==> src/rtl/hazard_stall_unit.sv <==
// Pipeline-control unit for the 5-stage core: detects hazards that bypassing cannot cover and
// produces stall/bubble/freeze/flush enables, sequencing multi-cycle stalls and memory waits.
`ifndef REG_ADDR_WIDTH
`define REG_ADDR_WIDTH 5
`endif

module hazard_stall_unit #(
  parameter int unsigned REG_ADDR_WIDTH = `REG_ADDR_WIDTH,
  parameter logic [6:0]  BRANCH_OPCODE  = 7'b1100011,
  parameter int unsigned CNT_WIDTH      = 32
) (
  input  logic                      clk,
  input  logic                      rst_n,
  input  logic [6:0]                IF_ID_inst_opcode,
  input  logic [REG_ADDR_WIDTH-1:0] IF_ID_rs1,
  input  logic [REG_ADDR_WIDTH-1:0] IF_ID_rs2,
  input  logic                      ID_EX_mem_rd_en,
  input  logic [REG_ADDR_WIDTH-1:0] ID_EX_rd,
  input  logic                      EX_MEM_mem_rd_en,
  input  logic                      EX_MEM_mem_wr_en,
  input  logic [REG_ADDR_WIDTH-1:0] EX_MEM_rd,
  input  logic                      dmem_ready,
  input  logic                      branch_taken,
  output logic                      pc_wr_en,
  output logic                      IF_ID_wr_en,
  output logic                      IF_ID_flush,
  output logic                      ID_EX_bubble,
  output logic                      pipe_freeze,
  output logic [CNT_WIDTH-1:0]      stall_cycles
);

  typedef enum logic [1:0] {RUN, STALL, MEM_WAIT} state_t;

  state_t     state_q, state_d;
  logic [1:0] cnt_q, cnt_d;
  logic       do_stall, do_freeze, do_flush;
  logic       is_branch, lu, lb1, lb2, mw;

  function automatic logic reg_match(input logic [REG_ADDR_WIDTH-1:0] rd,
                                     input logic [REG_ADDR_WIDTH-1:0] rs1,
                                     input logic [REG_ADDR_WIDTH-1:0] rs2);
    return (rd != '0) && ((rd == rs1) || (rd == rs2));
  endfunction

  always_comb begin
    is_branch = (IF_ID_inst_opcode == BRANCH_OPCODE);
    lu        = ID_EX_mem_rd_en && reg_match(ID_EX_rd, IF_ID_rs1, IF_ID_rs2);
    lb2       = is_branch && lu;
    lb1       = is_branch && EX_MEM_mem_rd_en && reg_match(EX_MEM_rd, IF_ID_rs1, IF_ID_rs2);
    mw        = (EX_MEM_mem_rd_en || EX_MEM_mem_wr_en) && !dmem_ready;
  end

  always_comb begin
    state_d   = state_q;
    cnt_d     = cnt_q;
    do_stall  = 1'b0;
    do_freeze = 1'b0;
    do_flush  = 1'b0;
    case (state_q)
      RUN: begin
        if (mw) begin
          do_freeze = 1'b1;
          state_d   = MEM_WAIT;
        end else if (lb2) begin
          do_stall = 1'b1;
          state_d  = STALL;
          cnt_d    = 2'd1;
        end else if (lu || lb1) begin
          do_stall = 1'b1;
        end else if (branch_taken) begin
          do_flush = 1'b1;
        end
      end
      STALL: begin
        if (mw) begin
          do_freeze = 1'b1;
          state_d   = MEM_WAIT;
        end else begin
          do_stall = 1'b1;
          if (cnt_q <= 2'd1) begin
            cnt_d   = '0;
            state_d = RUN;
          end else begin
            cnt_d = cnt_q - 2'd1;
          end
        end
      end
      MEM_WAIT: begin
        // Release cycle: a pending stall keeps IF/ID held; otherwise behave as RUN without
        // starting a new sequence (a leftover load->branch is then caught as LB1).
        if (!dmem_ready) begin
          do_freeze = 1'b1;
        end else if (cnt_q != '0) begin
          do_stall = 1'b1;
          state_d  = STALL;
        end else begin
          state_d = RUN;
          if (lu || lb1) do_stall = 1'b1;
          else if (branch_taken) do_flush = 1'b1;
        end
      end
      default: begin
        state_d = RUN;
        cnt_d   = '0;
      end
    endcase
  end

  always_comb begin
    if (!rst_n) begin
      pc_wr_en     = 1'b0;
      IF_ID_wr_en  = 1'b0;
      IF_ID_flush  = 1'b0;
      ID_EX_bubble = 1'b1;
      pipe_freeze  = 1'b0;
    end else begin
      pc_wr_en     = !(do_stall || do_freeze);
      IF_ID_wr_en  = !(do_stall || do_freeze);
      IF_ID_flush  = do_flush;
      ID_EX_bubble = do_stall;
      pipe_freeze  = do_freeze;
    end
  end

  always_ff @(posedge clk or negedge rst_n) begin
    if (!rst_n) begin
      state_q      <= RUN;
      cnt_q        <= '0;
      stall_cycles <= '0;
    end else begin
      state_q <= state_d;
      cnt_q   <= cnt_d;
      if (!pc_wr_en && (stall_cycles != '1)) stall_cycles <= stall_cycles + 1'b1;
    end
  end

endmodule

==> config.mk <==
export PLATFORM = sky130hd
export DESIGN_NAME = hazard_stall_unit
export DESIGN_NICKNAME = d
export VERILOG_FILES = /design/src/rtl/hazard_stall_unit.sv
export SDC_FILE = /design/constraint.sdc
export NUM_CORES = 1
export LEC_CHECK = 0
export CAP_MARGIN = 20
export CELL_PAD_IN_SITES_DETAIL_PLACEMENT = 0
export CELL_PAD_IN_SITES_GLOBAL_PLACEMENT = 1
export CORE_UTILIZATION = 30
export DETAILED_ROUTE_END_ITERATION = 8
export PLACE_DENSITY_LB_ADDON = 0.1
export SLEW_MARGIN = 10
export SYNTH_ARGS = -nofsm -noshare
export SYNTH_HDL_FRONTEND = slang
export SYNTH_SLANG_ARGS = --single-unit
export TNS_END_PERCENT = 50
==> constraint.sdc <==
create_clock -name clk -period 4 [get_ports clk]
set_clock_uncertainty 0.1 [all_clocks]
set_input_delay 0.6 -clock clk [delete_from_list [all_inputs] [get_ports clk]]
set_output_delay 0.6 -clock clk [all_outputs]
set_load 0.02 [all_outputs]
### After elaboration in Yosys (flattened, before gate mapping)

Cells that the tools add are included.
W data, S select, Z words.

* add/sub/neg operators: 2
* order comparisons: 1
* eq/ne operators: 14
* muxes and demuxes: 32
* bitwise logic cells: 1
* reduce and logical (&&, ||, !) cells: 23

Operators by type and width (count)
* $add A32 B1 Y32 const B: 1
* $ne A32 B32 Y1 const B: 1
* $eq A5 B5 Y1: 4
* $mux W1: 19
* $mux W2: 8
* $pmux W2 S3: 2
* $reduce_bool A5 Y1: 2
* $logic_and A1 B1 Y1: 8
* $ne A2 B2 Y1 const B: 4
* $eq A7 B7 Y1 const B: 1
* $ne A3 B3 Y1 const B: 2
* $logic_or A1 B1 Y1: 5
* $pmux W1 S2: 2
* $reduce_and A4 Y1: 1
* $logic_not A1 Y1: 3
* $pmux W1 S3: 1
* $reduce_and A3 Y1: 1
* $eq A2 B1 Y1 const B: 1
* $eq A2 B2 Y1 const B: 1
* $le A2 B1 Y1 const B: 1
* $logic_not A2 Y1: 1
* $reduce_bool A2 Y1: 1
* $reduce_or A2 Y1: 1
* $sub A2 B1 Y2 const B: 1
* $not A1 Y1: 1

* register bits: 36
* word-level logic and storage cells: 76

### Longest topological paths before layout

Gate-level depths: netlist (run 1).

* depth in word-level cells: 14
* depth in mapped cells: 9

### Least setup slack after synthesis (run 1)

OpenSTA, ideal clock, no wires.

* path kind: input-to-output
* start point: in ID_EX_rd[1]
* end point: out IF_ID_flush
* arrival time: 2.237 ns
* slack: 1.063 ns
* stages: 5
* path buffers: 0
* path through: or4_1 > o21ai_2 > nor2_1 > a41o_1 > nor4_1

* cells in the longest elaborated chain, start to end: 10

RTL lines
* from (decl): line 18 `input logic [REG_ADDR_WIDTH-1:0] ID_EX_rd,`
* $eq A5 B5 Y1: line 42 `return (rd != '0) && ((rd == rs1) || (rd == rs2));`
* $logic_or A1 B1 Y1: line 42
* $logic_and A1 B1 Y1 (*): line 42
* $logic_and A1 B1 Y1 (*): line 47 `lu = ID_EX_mem_rd_en && reg_match(ID_EX_rd, IF_ID_rs1, IF_ID_rs2);`
* $logic_or A1 B1 Y1: line 68, 98
* $mux W1: line 98 `if (lu || lb1) do_stall = 1'b1;`
* $mux W1 (on tied branches): line 93, 64
* $mux W1 (on tied branches): line 91, 61
* $pmux W1 S2 (*): line 59 `case (state_q)`
* $mux W1 (*): line 110 `if (!rst_n) begin`
* to (decl): line 26 `output logic IF_ID_flush,`

Mark *: on every way between the ends. The rest lies on a longest branch, timed or not.

### Worst setup path after layout (run 1)

Ends and elaborated chain as after synthesis.

==> run summary, run 1 <==
Worst-Margin Slew = 0.486 ns
die area = 7730 um^2
largest net degree at the start of global routing = 39
pwr/cell area = 392 nW/um^2
area of the multi-input gates = 1240 um^2
max incr delay on CP = 0.65 ns
number of fill cells in the layout = 733
Async SR Flop Fraction = 100%
sequential share of the synthesized area = 40.7%
drt via density = 4.65
Area Overhead vs Synth = 39.8%
Root Driver = clkbuf_8
RSZ-0062 raised after global routing = no
clk_lat worst skew = 0.29 ns
Crit. End Element = output port
Die W = 87.9 um
CP dominant cell by count = clkdlybuf4s50_1
largest family of logic cells by synthesized area = simple AND/OR/NAND/NOR gates
synth warn = 0
final net count = 336
post-layout minimum cycle time = 3.71 ns
first-pass GRT wire length = 9140 um
Max IR drop VDD = 0.000280 V
Routability Congestion = 0.824
Synth cell types = 44
# DRC = 0
DR vias = 1851
CTS H-Tree Depth = 2
hold_buf cts = 0
# setup viols final = 0
Synth area leaders = dfrtp_1 (41%), xnor2_1 (14%), xor2_1 (5.9%)
number of max-cap violations = 0
postcts setup bufs = 0
Final WS setup = 0.289 ns
# diodes = 0
Clock Pin Slew Worst Setup and Hold Paths = 0.08 ns
slowest CP cell = clkdlybuf4s50_1
Post-Synthesis Cells = 229
Worst Hold Class = input pin to async pin
initial antenna violation count = 0
fmax = 269 MHz
clk buf depth = 2
period utilization = 92.8%
# IOs = 71
Hold Worst Slack = 0.271 ns
Slew Limit Headroom = 67.6%
Compound-Gate Fraction of Synth Area = 6.83%
CP cell instances = clkdlybuf4s50_1, or4_1, o21ai_2, nor2_1, a41o_1, nor4_1, clkdlybuf4s50_1
Starting Density = 31.7%
Final Util = 44.4%
Post-Synthesis Cell Area = 2220 um^2
Slew Limit Fails = 0
setup tns final = 0 ns
dominant cell type by area after synthesis = dfrtp_1
initial DRC count = 79
sequential cell area = 901 um^2
Seq cells post-synth = 36
syn avg cell area = 9.68 um^2
CP Launch Type = input pin
Core Area = 6980 um^2
CP max FO = 3
non-filler cells, final = 398
share of cells above drive strength 1 = 7.62%
Adder-Cell Fraction of Synth Area = 0.565%
port bufs = 70
number of global-route vias before repair = 1767
Post-Syn Nets = 264
global route overflow = 0
post-synthesis mux area share = 0.508%
Row Count = 30
DR WL/cell = 13.9 um
placed cell count = 390
Synth top area share = 40.7%
Die Span Y = 87.9 um
Post-Synth XOR/XNOR Area = 20.2%
Post-synth EDFFs = 0
critical path data required time = 3.30 ns
Fin. Hold Viols = 0
clock tree sinks = 36
status = finished, final reports clean
CTS buffer count = 5
dominant synthesized flop cell = dfrtp_1
dpl hpwl = 4160 um
DR pass1 iterations = 4
Simple-Gate Fraction of Synth Area = 27.9%
Post-DRT Antenna Nets = 0
All-Layer GR Usage = 15.3%
P_leak = 1.20 nW
Crit path arrival time = 3.01 ns
crit path kind = input pin to output port
post_cts resized = 0
CTS tree = yes
dpl ws = 0.280 ns
drt total wl = 5530 um
-- critical path: cells and delay by family --
kind / cells / cell delay (ns)
AOI/OAI and AO/OA: 2 / 0.37
and+or+nand+nor: 3 / 0.93
buffers and inverters: 2 / 1.11
-- Yosys cell counts (2+ instances only) --
| library cell | number |
|---|---|
| nand2_1 | 25 |
| nor2b_1 | 2 |
| and3_1 | 8 |
| nor2_1 | 18 |
| clkbuf_1 | 2 |
| nor3_4 | 2 |
| a21oi_1 | 4 |
| buf_6 | 3 |
| xor2_1 | 15 |
| nand3_1 | 15 |
| o21ai_0 | 2 |
| dfrtp_1 | 36 |
| nor4_1 | 2 |
| or4_1 | 2 |
| and2_1 | 6 |
| and4_1 | 2 |
| inv_1 | 2 |
| xnor2_1 | 36 |
| nand4_1 | 15 |
| nor3_1 | 8 |
-- logic make-up (layout without fill, tap and decap cells) --
logic type / count (synthesis) / count (layout)
mux: 1 / 1
compound gates: 18 / 18
xor+xnor: 51 / 51
flops: 36 / 36
fa+ha+maj: 1 / 1
buf+inv: 10 / 83
simple gates: 112 / 112
-- where the power goes --
group	switching, mW	internal [mW]
Clock	0.136	0.185
Combinational	0.202	0.203
Sequential	0.0754	0.414
Total	0.413	0.801
-- area by class of cell --
class                   instances  area share (%)
well taps                      96            3.88
inverters                       2           0.242
repair buffers                 73            23.2
clock inverters                 3            1.37
multi-input cells             183            40.0
clock buffers                   5            2.22
flip-flops and latches         36            29.1
-- flip-flops by register name, indices dropped and copies added, names as in the netlist --
signal and flops:
cnt_q 2, stall_cycles 32, state_q 2
-- through the flow --
stage,total power [mW],area [um^2]
CTS,1.23,3100
detailed placement,0.903,2990
global route,1.29,3100
finish,1.21,3100
global placement,0.903,2990
floorplan,0.731,2220
-- cell usage in the layout, fill, tap and decap left out, types with 8 or more instances in the layout --
cell type        Yosys  layout
nand2_1             25      25
nor3_1               8       8
xnor2_1             36      36
nor2_1              18      18
nand3_1             15      15
clkdlybuf4s50_1      0      69
and3_1               8       8
nand4_1             15      15
dfrtp_1             36      36
xor2_1              15      15
-- worst paths after layout --
check                      slack (ns)  cells after the start                            to                          from
max                              0.29                      7                   IF_ID_flush                   ID_EX_rd[1]
min                              0.27                      2  stall_cycles[17]$_DFFE_PN0P_                         rst_n
max reg2reg                      1.50                      8   stall_cycles[1]$_DFFE_PN0P_   stall_cycles[0]$_DFFE_PN0P_
min reg2reg                      0.39                      1  stall_cycles[21]$_DFFE_PN0P_  stall_cycles[21]$_DFFE_PN0P_
max in group asynchronous        3.19                      2   stall_cycles[8]$_DFFE_PN0P_                         rst_n
min in group clk                 0.39                      1  stall_cycles[21]$_DFFE_PN0P_  stall_cycles[21]$_DFFE_PN0P_
-- metal layers --
layer  vias up  track usage, %  share of wire [%]
met5         -               0                  0
li1        945               -                  -
met2        40            22.5                 44
met4         0            3.13               0.72
met1       861            23.0                 51
met3         5            3.30                4.4
No activity file was read; power rests on OpenSTA's default activity.
==> run 2, diff against run 1 <==
--- a/config.mk
+++ b/config.mk
@@ -5,9 +5,11 @@
 export SDC_FILE = /design/constraint.sdc
 export NUM_CORES = 1
 export LEC_CHECK = 0
+export ABC_CLOCK_PERIOD_IN_PS = 4000
 export CAP_MARGIN = 20
 export CELL_PAD_IN_SITES_DETAIL_PLACEMENT = 0
 export CELL_PAD_IN_SITES_GLOBAL_PLACEMENT = 1
+export CORE_MARGIN = 2
 export CORE_UTILIZATION = 30
 export DETAILED_ROUTE_END_ITERATION = 8
 export PLACE_DENSITY_LB_ADDON = 0.1
==> run summary, run 2 (synthesis results as in run 1) <==
initial antenna violation count = 0
Die Span Y = 89.9 um
sequential cell area = 901 um^2
total power = 1.24 mW
final net count = 336
All-Layer GR Usage = 14.2%
CP Launch Type = input pin
RSZ-0062 raised after global routing = no
Crit path arrival time = 3.00 ns
# DRC = 0
clock tree sinks = 36
global route overflow = 0
CTS tree = yes
DR WL/cell = 13.7 um
dpl hpwl = 4110 um
Post-DRT Antenna Nets = 0
port bufs = 70
# diodes = 0
post_cts resized = 0
P_leak = 1.21 nW
hold_buf cts = 0
area of the multi-input gates = 1240 um^2
die area = 8090 um^2
largest registers = stall_cycles: 32 flops, cnt_q: 2 flops, state_q: 2 flops
number of fill cells in the layout = 735
Starting Density = 30.7%
Worst-Margin Slew = 0.738 ns
clk_lat worst skew = 0.29 ns
number of max-cap violations = 0
Die W = 89.9 um
Slew Limit Headroom = 50.7%
most common cell after layout, fill and taps aside = clkdlybuf4s50_1
critical path data required time = 3.30 ns
fmax = 270 MHz
CTS buffer count = 5
Max IR drop VDD = 0.000283 V
CP max FO = 3
most frequent cells in the layout = clkdlybuf4s50_1 (69), xnor2_1 (36), dfrtp_1 (36), nand2_1 (25), nor2_1 (18)
period utilization = 92.5%
Core Area = 7210 um^2
postcts setup bufs = 0
status = finished, final reports clean
DR pass1 iterations = 4
post-layout minimum cycle time = 3.70 ns
clk buf depth = 2
pwr/cell area = 399 nW/um^2
DR vias = 1919
max FFs per register = 32
first-pass GRT wire length = 9430 um
number of global-route vias before repair = 1884
Root Driver = clkbuf_8
drt via density = 4.79
Area Overhead vs Synth = 40.7%
crit path kind = input pin to output port
# setup viols final = 0
largest net degree at the start of global routing = 39
Crit. End Element = output port
Slew Limit Fails = 0
CTS H-Tree Depth = 2
Row Count = 31
drt total wl = 5480 um
initial DRC count = 30
Worst Hold Class = input pin to async pin
setup tns final = 0 ns
Fin. Hold Viols = 0
Routability Congestion = 0.699
# IOs = 71
Clock Pin Slew Worst Setup and Hold Paths = 0.07 ns
share of cells above drive strength 1 = 7.62%
Top reg by flops = stall_cycles
[run 2: final timing paths]
check                           cells after the start                      endpoint  slack (ns)                          from
worst max-delay path                                7                   IF_ID_flush        0.30                   ID_EX_rd[1]
worst min-delay path                                2        state_q[0]$_DFFE_PN0P_        0.28                         rst_n
worst max register to register                      7   stall_cycles[1]$_DFFE_PN0P_        1.50   stall_cycles[0]$_DFFE_PN0P_
worst min register to register                      1  stall_cycles[21]$_DFFE_PN0P_        0.39  stall_cycles[21]$_DFFE_PN0P_
max in group asynchronous                           2  stall_cycles[28]$_DFFE_PN0P_        3.18                         rst_n
min in group clk                                    1  stall_cycles[21]$_DFFE_PN0P_        0.39  stall_cycles[21]$_DFFE_PN0P_
[run 2: final cells by class]
cell class	instances	area share [%]
Clock inverter	1	0.963
Tap cell	99	3.97
Multi-Input combinational cell	183	39.8
Timing Repair Buffer	73	23.0
Sequential cell	36	28.9
Clock buffer	7	3.09
Inverter	2	0.241
[run 2: power breakdown]
group          switching, mW  total, mW  internal [mW]  leakage, nW
clock network          0.133      0.353          0.220       0.0645
logic                  0.199      0.401          0.203        0.670
registers             0.0757      0.489          0.414        0.475
[run 2: metal layers]
metal | part of all wire [%] | up-vias | global-route usage (%) | wire length [um]
met1 | 47 | 914 | 19.0 | 2580
met2 | 46 | 56 | 22.7 | 2520
li1 | - | 944 | - | -
met5 | 0 | - | 0 | 0
met3 | 6.2 | 5 | 3.94 | 337
met4 | 0.84 | 0 | 3.85 | 46
[run 2: critical path: stages]
cell and delay, ns:
clkdlybuf4s50_1 0.46, or4_1 0.57, o21ai_2 0.14, nor2_1 0.08
a41o_1 0.21, nor4_1 0.28, clkdlybuf4s50_1 0.66
[run 2: through the flow]
stage               instances  utilization [%]  setup WS (ns)  hold slack (ns)  instance area (um^2)
floorplan                 229                -           1.06            0.204                  2220
global placement          393             41.4          0.306            0.382                  2990
detailed placement        393             41.4          0.285            0.381                  2990
CTS                       401             43.2          0.276            0.296                  3120
global route              401             43.2          0.146            0.319                  3120
finish                    401             43.2          0.301            0.278                  3120
